## src/rtl/lcd_1602a_pkg.sv

```systemverilog
// Shared definitions for the 1602A read and write drivers: FSM states,
// control-bit positions in the {RS,RW,EN} vector and 20 MHz timing defaults.
package lcd_1602a_pkg;

  typedef enum logic [2:0] {
    IDLE,
    SETUP,
    EHI,
    ELO,
    CHECK,
    DONE
  } lcd_state_e;

  localparam int CTRL_RS = 2;
  localparam int CTRL_RW = 1;
  localparam int CTRL_EN = 0;

  // Parked control pattern: RW=1 so the panel never sees a write strobe.
  localparam logic [2:0] CTRL_IDLE = 3'b010;

  localparam int LCD_CNT_W    = 8;
  localparam int LCD_T_AS_CYC = 1;
  localparam int LCD_T_EH_CYC = 5;
  localparam int LCD_T_EL_CYC = 5;
  localparam int LCD_POLL_MAX = 1000;

endpackage

```

## src/rtl/lcd_1602a_reader_if.sv

```systemverilog
// Host request/response and LCD pin bundle for the 1602A reader.
// slave: the reader itself; master: the host plus the LCD pad model.
interface lcd_1602a_reader_if;

  logic       rd_req;
  logic       rd_rs;
  logic       rd_poll;
  logic [3:0] lcd_d_in;
  logic       lcd_rs;
  logic       lcd_rw;
  logic       lcd_e;
  logic       bus_own;
  logic       rd_rdy;
  logic [7:0] rd_data;
  logic       rd_valid;
  logic       rd_err;

  modport slave (
    input  rd_req, rd_rs, rd_poll, lcd_d_in,
    output lcd_rs, lcd_rw, lcd_e, bus_own, rd_rdy, rd_data, rd_valid, rd_err
  );

  modport master (
    output rd_req, rd_rs, rd_poll, lcd_d_in,
    input  lcd_rs, lcd_rw, lcd_e, bus_own, rd_rdy, rd_data, rd_valid, rd_err
  );

endinterface

```

## src/rtl/lcd_delay_cnt.sv

```systemverilog
// Loadable down-counter used as the phase timer of the 1602A drivers.
// A load of N gives N+1 cycles in the current phase before o_done is seen.
module lcd_delay_cnt #(
  parameter int WIDTH = 8
) (
  input  logic             clk,
  input  logic             rst_n,
  input  logic             i_load,
  input  logic [WIDTH-1:0] i_value,
  output logic             o_done
);

  logic [WIDTH-1:0] r_cnt;

  always_ff @(posedge clk or negedge rst_n) begin
    if (!rst_n) begin
      r_cnt <= '0;
    end else if (i_load) begin
      r_cnt <= i_value;
    end else if (r_cnt != '0) begin
      r_cnt <= r_cnt - 1'b1;
    end
  end

  assign o_done = (r_cnt == '0);

endmodule

```

## src/rtl/lcd_1602a_reader.sv

```systemverilog
// HD44780/1602A 4-bit read engine: busy-flag/AC or data reads with optional BF polling.
// LCD_RD_TIMEOUT_EN enables the POLL_MAX read limit and rd_err; otherwise polling is unbounded.
module lcd_1602a_reader
  import lcd_1602a_pkg::*;
#(
  parameter int T_AS_CYC = LCD_T_AS_CYC,
  parameter int T_EH_CYC = LCD_T_EH_CYC,
  parameter int T_EL_CYC = LCD_T_EL_CYC
`ifdef LCD_RD_TIMEOUT_EN
  ,
  parameter int POLL_MAX = LCD_POLL_MAX
`endif
) (
  input  logic                 clk,
  input  logic                 rst_n,
  lcd_1602a_reader_if.slave    bus
);

  localparam logic [LCD_CNT_W-1:0] L_AS = LCD_CNT_W'(T_AS_CYC - 1);
  localparam logic [LCD_CNT_W-1:0] L_EH = LCD_CNT_W'(T_EH_CYC - 1);
  localparam logic [LCD_CNT_W-1:0] L_EL = LCD_CNT_W'(T_EL_CYC - 1);

  lcd_state_e     r_state;
  logic [2:0]     r_ctrl;
  logic           r_rs;
  logic           r_poll;
  logic           r_nibble;
  logic [7:0]     r_shadow;
  logic [7:0]     r_data;
  logic           r_valid;
  logic           r_rdy;
  logic           r_busOwn;

  logic                 w_load;
  logic [LCD_CNT_W-1:0] w_loadVal;
  logic                 w_done;
  logic                 w_pollAgain;

`ifdef LCD_RD_TIMEOUT_EN
  localparam int PCW = (POLL_MAX > 1) ? $clog2(POLL_MAX) : 1;
  localparam logic [PCW-1:0] L_PMAX = PCW'(POLL_MAX - 1);

  logic [PCW-1:0] r_pollCnt;
  logic           r_err;
  logic           w_busy;

  assign w_busy      = !r_rs && r_poll && r_shadow[7];
  assign w_pollAgain = w_busy && (r_pollCnt < L_PMAX);
`else
  assign w_pollAgain = !r_rs && r_poll && r_shadow[7];
`endif

  lcd_delay_cnt #(.WIDTH(LCD_CNT_W)) u_delay (
    .clk     (clk),
    .rst_n   (rst_n),
    .i_load  (w_load),
    .i_value (w_loadVal),
    .o_done  (w_done)
  );

  // The timer is reloaded on the very edge that moves the FSM into a timed phase.
  always_comb begin
    w_load    = 1'b0;
    w_loadVal = '0;
    case (r_state)
      IDLE:  if (bus.rd_req)              begin w_load = 1'b1; w_loadVal = L_AS; end
      SETUP: if (w_done)                  begin w_load = 1'b1; w_loadVal = L_EH; end
      EHI:   if (w_done)                  begin w_load = 1'b1; w_loadVal = L_EL; end
      ELO:   if (w_done && !r_nibble)     begin w_load = 1'b1; w_loadVal = L_EH; end
      CHECK: if (w_pollAgain)             begin w_load = 1'b1; w_loadVal = L_EH; end
      default: ;
    endcase
  end

  always_ff @(posedge clk or negedge rst_n) begin
    if (!rst_n) begin
      r_state  <= IDLE;
      r_ctrl   <= CTRL_IDLE;
      r_rs     <= 1'b0;
      r_poll   <= 1'b0;
      r_nibble <= 1'b0;
      r_shadow <= 8'h00;
      r_data   <= 8'h00;
      r_valid  <= 1'b0;
      r_rdy    <= 1'b1;
      r_busOwn <= 1'b0;
`ifdef LCD_RD_TIMEOUT_EN
      r_pollCnt <= '0;
      r_err     <= 1'b0;
`endif
    end else begin
      r_valid <= 1'b0;
      case (r_state)
        IDLE: begin
          if (bus.rd_req) begin
            r_rs             <= bus.rd_rs;
            r_poll           <= bus.rd_poll;
            r_nibble         <= 1'b0;
            r_rdy            <= 1'b0;
            r_busOwn         <= 1'b1;
            r_ctrl           <= CTRL_IDLE;
            r_ctrl[CTRL_RS]  <= bus.rd_rs;
`ifdef LCD_RD_TIMEOUT_EN
            r_pollCnt <= '0;
            r_err     <= 1'b0;
`endif
            r_state <= SETUP;
          end
        end
        SETUP: begin
          if (w_done) begin
            r_ctrl[CTRL_EN] <= 1'b1;
            r_state         <= EHI;
          end
        end
        EHI: begin
          if (w_done) begin
            if (!r_nibble) r_shadow[7:4] <= bus.lcd_d_in;
            else           r_shadow[3:0] <= bus.lcd_d_in;
            r_ctrl[CTRL_EN] <= 1'b0;
            r_state         <= ELO;
          end
        end
        ELO: begin
          if (w_done) begin
            r_nibble <= ~r_nibble;
            if (!r_nibble) begin
              r_ctrl[CTRL_EN] <= 1'b1;
              r_state         <= EHI;
            end else begin
              r_state <= CHECK;
            end
          end
        end
        CHECK: begin
          if (w_pollAgain) begin
`ifdef LCD_RD_TIMEOUT_EN
            r_pollCnt <= r_pollCnt + 1'b1;
`endif
            r_ctrl[CTRL_EN] <= 1'b1;
            r_state         <= EHI;
          end else begin
            // Result is registered on entry to DONE so rd_valid is high during DONE.
            r_data   <= r_shadow;
            r_valid  <= 1'b1;
            r_busOwn <= 1'b0;
            r_ctrl   <= CTRL_IDLE;
`ifdef LCD_RD_TIMEOUT_EN
            r_err    <= w_busy;
`endif
            r_state  <= DONE;
          end
        end
        DONE: begin
          r_rdy   <= 1'b1;
          r_state <= IDLE;
        end
        default: r_state <= IDLE;
      endcase
    end
  end

  assign bus.lcd_rs   = r_ctrl[CTRL_RS];
  assign bus.lcd_rw   = r_ctrl[CTRL_RW];
  assign bus.lcd_e    = r_ctrl[CTRL_EN];
  assign bus.bus_own  = r_busOwn;
  assign bus.rd_rdy   = r_rdy;
  assign bus.rd_data  = r_data;
  assign bus.rd_valid = r_valid;
`ifdef LCD_RD_TIMEOUT_EN
  assign bus.rd_err   = r_err;
`else
  assign bus.rd_err   = 1'b0;
`endif

endmodule
```

## src/flat_wrapper.sv

```systemverilog
// flat-port wrapper written by rule: the top's interface ports become plain ports
module lcd_1602a_reader_flat import lcd_1602a_pkg::*;
#(
  parameter int T_AS_CYC = LCD_T_AS_CYC,
  parameter int T_EH_CYC = LCD_T_EH_CYC,
  parameter int T_EL_CYC = LCD_T_EL_CYC

)
  (clk, rst_n, bus_rd_req, bus_rd_rs, bus_rd_poll, bus_lcd_d_in, bus_lcd_rs, bus_lcd_rw, bus_lcd_e, bus_bus_own, bus_rd_rdy, bus_rd_data, bus_rd_valid, bus_rd_err);
  lcd_1602a_reader_if bus_i ();
  input  logic clk;
  input  logic rst_n;
  input wire logic [$bits(bus_i.rd_req)-1:0] bus_rd_req;
  input wire logic [$bits(bus_i.rd_rs)-1:0] bus_rd_rs;
  input wire logic [$bits(bus_i.rd_poll)-1:0] bus_rd_poll;
  input wire logic [$bits(bus_i.lcd_d_in)-1:0] bus_lcd_d_in;
  output wire logic [$bits(bus_i.lcd_rs)-1:0] bus_lcd_rs;
  output wire logic [$bits(bus_i.lcd_rw)-1:0] bus_lcd_rw;
  output wire logic [$bits(bus_i.lcd_e)-1:0] bus_lcd_e;
  output wire logic [$bits(bus_i.bus_own)-1:0] bus_bus_own;
  output wire logic [$bits(bus_i.rd_rdy)-1:0] bus_rd_rdy;
  output wire logic [$bits(bus_i.rd_data)-1:0] bus_rd_data;
  output wire logic [$bits(bus_i.rd_valid)-1:0] bus_rd_valid;
  output wire logic [$bits(bus_i.rd_err)-1:0] bus_rd_err;
  assign bus_i.rd_req = bus_rd_req;
  assign bus_i.rd_rs = bus_rd_rs;
  assign bus_i.rd_poll = bus_rd_poll;
  assign bus_i.lcd_d_in = bus_lcd_d_in;
  assign bus_lcd_rs = bus_i.lcd_rs;
  assign bus_lcd_rw = bus_i.lcd_rw;
  assign bus_lcd_e = bus_i.lcd_e;
  assign bus_bus_own = bus_i.bus_own;
  assign bus_rd_rdy = bus_i.rd_rdy;
  assign bus_rd_data = bus_i.rd_data;
  assign bus_rd_valid = bus_i.rd_valid;
  assign bus_rd_err = bus_i.rd_err;
  lcd_1602a_reader #(.T_AS_CYC(T_AS_CYC), .T_EH_CYC(T_EH_CYC), .T_EL_CYC(T_EL_CYC)) u_core (.clk(clk), .rst_n(rst_n), .bus(bus_i));
endmodule
```

## config.mk

```make
export PLATFORM = sky130hd
export DESIGN_NAME = lcd_1602a_reader_flat
export DESIGN_NICKNAME = d
export VERILOG_FILES = /design/src/rtl/lcd_1602a_pkg.sv /design/src/rtl/lcd_1602a_reader_if.sv /design/src/rtl/lcd_delay_cnt.sv /design/src/rtl/lcd_1602a_reader.sv /design/src/flat_wrapper.sv
export SDC_FILE = /design/constraint.sdc
export NUM_CORES = 1
export LEC_CHECK = 0
export BUFFER_PORTS_ARGS = -buffer_cell sky130_fd_sc_hd__buf_2
export CAP_MARGIN = 20
export CORE_UTILIZATION = 45
export CTS_BUF_LIST = sky130_fd_sc_hd__clkbuf_2
export DETAILED_ROUTE_END_ITERATION = 16
export GPL_ROUTABILITY_DRIVEN = 0
export HOLD_SLACK_MARGIN = 0.12
export PLACE_DENSITY = 0.77
export SLEW_MARGIN = 40
export SYNTH_ARGS = -nofsm -noshare
export SYNTH_HDL_FRONTEND = slang
export SYNTH_SLANG_ARGS = --single-unit
```

## constraint.sdc

```tcl
create_clock -name clk -period 2.4 [get_ports clk]
set_clock_uncertainty 0.1 [all_clocks]
set_input_delay 0.36 -clock clk [delete_from_list [all_inputs] [get_ports clk]]
set_output_delay 0.36 -clock clk [all_outputs]
set_load 0.03 [all_outputs]
```

==> results_dict.tcl <==
set metrics [dict create \
    status "finished, final reports clean" \
    yosysSeqAreaShare 0.5080 \
    hold_violations 0 \
    dpl_worst_slack_ns 0.1893 \
    min_to "u_core.r_state[2]" \
    final_cell_mix "dfrtp_1, buf_2, mux2_2" \
    whs_path_depth 4 \
    leakage_uw 0.0009514 \
    worstRegToRegCells 6 \
    htreeDepth 2 \
    fin_nets 187 \
    r2r_slack_ns 0.17 \
    drt_drc_violations_left 0 \
    seqPwrFrac 0.450 \
    setup_viol 0 \
    critPathCaptureType "flop" \
    syn_area_um2 1727 \
    power_density_nw_per_um2 1051 \
    layout-drive-gt1-share 0.3051 \
    grt_setup_unrepaired "no" \
    fin_ws_ns 0.1733 \
    synthFlopType "dfrtp_1" \
    internal_power_uw 1264 \
    die-area_um2 4089 \
    p_clk_frac 0.185 \
    gr-usage-all-layers 0.1759 \
    gr-total-overflow 0 \
    r2r-end "u_core.r_shadow[6]" \
    die_w_um 63.95 \
    grt_pass1_wl_um 5492 \
    netlist_instances 149 \
    avgSynthCellArea_um2 11.59 \
    arrival_ns 2.41 \
    final_common_cell "dfrtp_1" \
    async_flop_share 1.000 \
    peakVddDrop_uv 604.7 \
    ys_warn_count 0 \
    hp-start "bus_rd_req" \
    die_y_um 63.95 \
    port-buffer-count 21 \
    start_util 0.4716 \
    setup.worst_path.class "reg2reg" \
    slew_headroom 0.5273 \
    grt_start_max_net_pins 36 \
    core_region_area_um2 3661 \
    total_power_uw 2059 \
    cts_tree "done" \
    power_frac_comb 0.365 \
    p_sw_frac 0.3864 \
    clock_latency_ns 0.39 \
    path_clk_slew_ns 0.18 \
    synth.distinct_cells 41 \
    cts_setup_buffers 0 \
    crit_path_max_fanout 7 \
    tightest_slew_ns 0.6912 \
    first_pass_iters 4 \
    grt_pass1_vias 1211 \
    setup_tns_ns 0 \
    finalCritPeriodShare 0.9278 \
    post_drt_wl_per_cell_um 13.88 \
    finalMaxSlewViolations 0 \
    clock.fmax_mhz 449.1 \
    cp.required_ns 2.59 \
    grt_antenna_before_repair 0 \
    drt_iter0_drc 37 \
    cts_num_sinks 35 \
    clock_path_buffers 2 \
    p_switching_uw 795.5 \
    n_antenna_cell 0 \
    via_per_inst 5.240 \
    numCtsBuffers 5 \
    startpoint_type "flop" \
    postRouteWirelength_um 3123 \
    fin_crit_ns 2.227 \
    r2r_start "u_core.u_delay.r_cnt[0]" \
    syn_to_final_growth_pct 13.48 \
    hpwl_um 2225 \
    synth_seq_cells 35 \
    ant_nets 0 \
    synth_edf_count 0 \
    rows 22 \
    cts_root_buf "clkbuf_2" \
    drv_cap 0 \
    hold_path_class "in2reg" \
    detailroute.via_count 1179 \
    syn_nets 160 \
    num_io_pins 24 \
]
==> stage by stage <==
| stage | util | cells | instance area (um2) | hold WS (ns) |
|---|---|---|---|---|
| 6_report | 0.5352 | 225 | 1959 | 0.2662 |
| 5_1_grt | 0.5352 | 225 | 1959 | 0.2646 |
| 4_1_cts | 0.5345 | 225 | 1957 | 0.2461 |
| 3_5_place_dp | 0.4966 | 210 | 1818 | 0.3593 |
| 3_3_place_gp | 0.4966 | 210 | 1818 | 0.3532 |
| 2_1_floorplan | - | 149 | 1727 | -0.03559 |
==> kinds of logic after synthesis <==
family                     Yosys count  synth area share
AOI/OAI and AO/OA                   18           0.07827
muxes                               20            0.1283
buffers and inverters               15           0.06014
DFF                                 35            0.5080
other                                2          0.004349
and+or+nand+nor                     52            0.1812
xor gates and xnor gates             5           0.02536
adders and majority gates            2           0.01449
==> critical path: stages (launching register included) <==
cell and delay [ns]:
dfrtp_1 0.41, inv_1 0.12, ha_1 0.20, nor3b_2 0.37, and2_1 0.45, nand4b_4 0.18, mux2_2 0.30
==> synthesized netlist by cell type, types with 3 or more instances <==
| cell type | count | area, um2 |
|---|---|---|
| dfrtp_1 | 34 | 850.8 |
| mux2_2 | 17 | 191.4 |
| nand2_1 | 15 | 56.30 |
| nor2_1 | 11 | 41.29 |
| inv_1 | 6 | 22.52 |
| o21ai_0 | 5 | 25.02 |
| xnor2_1 | 5 | 43.79 |
| a21oi_1 | 4 | 20.02 |
| nand2b_1 | 4 | 25.02 |
| nand3_1 | 4 | 20.02 |
| a211oi_1 | 3 | 22.52 |
| mux2i_1 | 3 | 30.03 |
==> repair_timing <==
item	4_1_cts	5_1_grt
resized for setup	0	0
hold buffers	7	0
hold endpoints to repair	45	0
==> worst max-delay path by stage <==
stage | depth (start not counted) | end | startpoint | slack, ns
2_1_floorplan | 7 | u_core.r_shadow[4] | u_core.u_delay.r_cnt[0] | 0.55
5_1_grt | 6 | u_core.r_shadow[4] | u_core.u_delay.r_cnt[0] | 0.02
4_1_cts | 6 | u_core.r_shadow[4] | u_core.u_delay.r_cnt[0] | 0.18
3_3_place_gp | 6 | u_core.r_shadow[5] | u_core.u_delay.r_cnt[0] | 0.32
3_5_place_dp | 6 | u_core.r_shadow[4] | u_core.u_delay.r_cnt[0] | 0.19
6_report | 6 | u_core.r_shadow[6] | u_core.u_delay.r_cnt[0] | 0.17
==> final cells by class <==
type / instances / area (um2)
clock buffers: 5 / 25.02
repair buffers: 29 / 185.2
fillers: 321 / 1702
flip-flops and latches: 35 / 877.1
well taps: 48 / 60.06
inverters: 6 / 22.52
clock inverters: 3 / 43.79
multi-input cells: 99 / 745.7
==> state kept, by name, summed over array words and instances (netlist names), 2 cells and up <==
register and cells:
u_core.bus.rd_data 8, u_core.r_ctrl 2, u_core.r_shadow 8, u_core.r_state 3
u_core.u_delay.r_cnt 8
==> per-layer routing <==
metal	up-vias	part of all wire	track usage	wire, um
li1	562	-	-	-
met1	574	0.42	0.2103	1317
met2	34	0.51	0.2872	1592
met3	9	0.045	0.04643	142
met4	0	0.022	0.09659	70
met5	-	0	0	0
==> power groups by stage <==
stage | Clock, uW | Sequential [uW] | Combinational [uW]
after floorplan | 0 | 946 | 564
after global placement | 0 | 925 | 694
after detailed placement | 0 | 939 | 738
after CTS | 392 | 928 | 752
after global routing | 418 | 950 | 833
final | 381 | 927 | 751
Note: power is estimated with default switching activity, not from simulation.
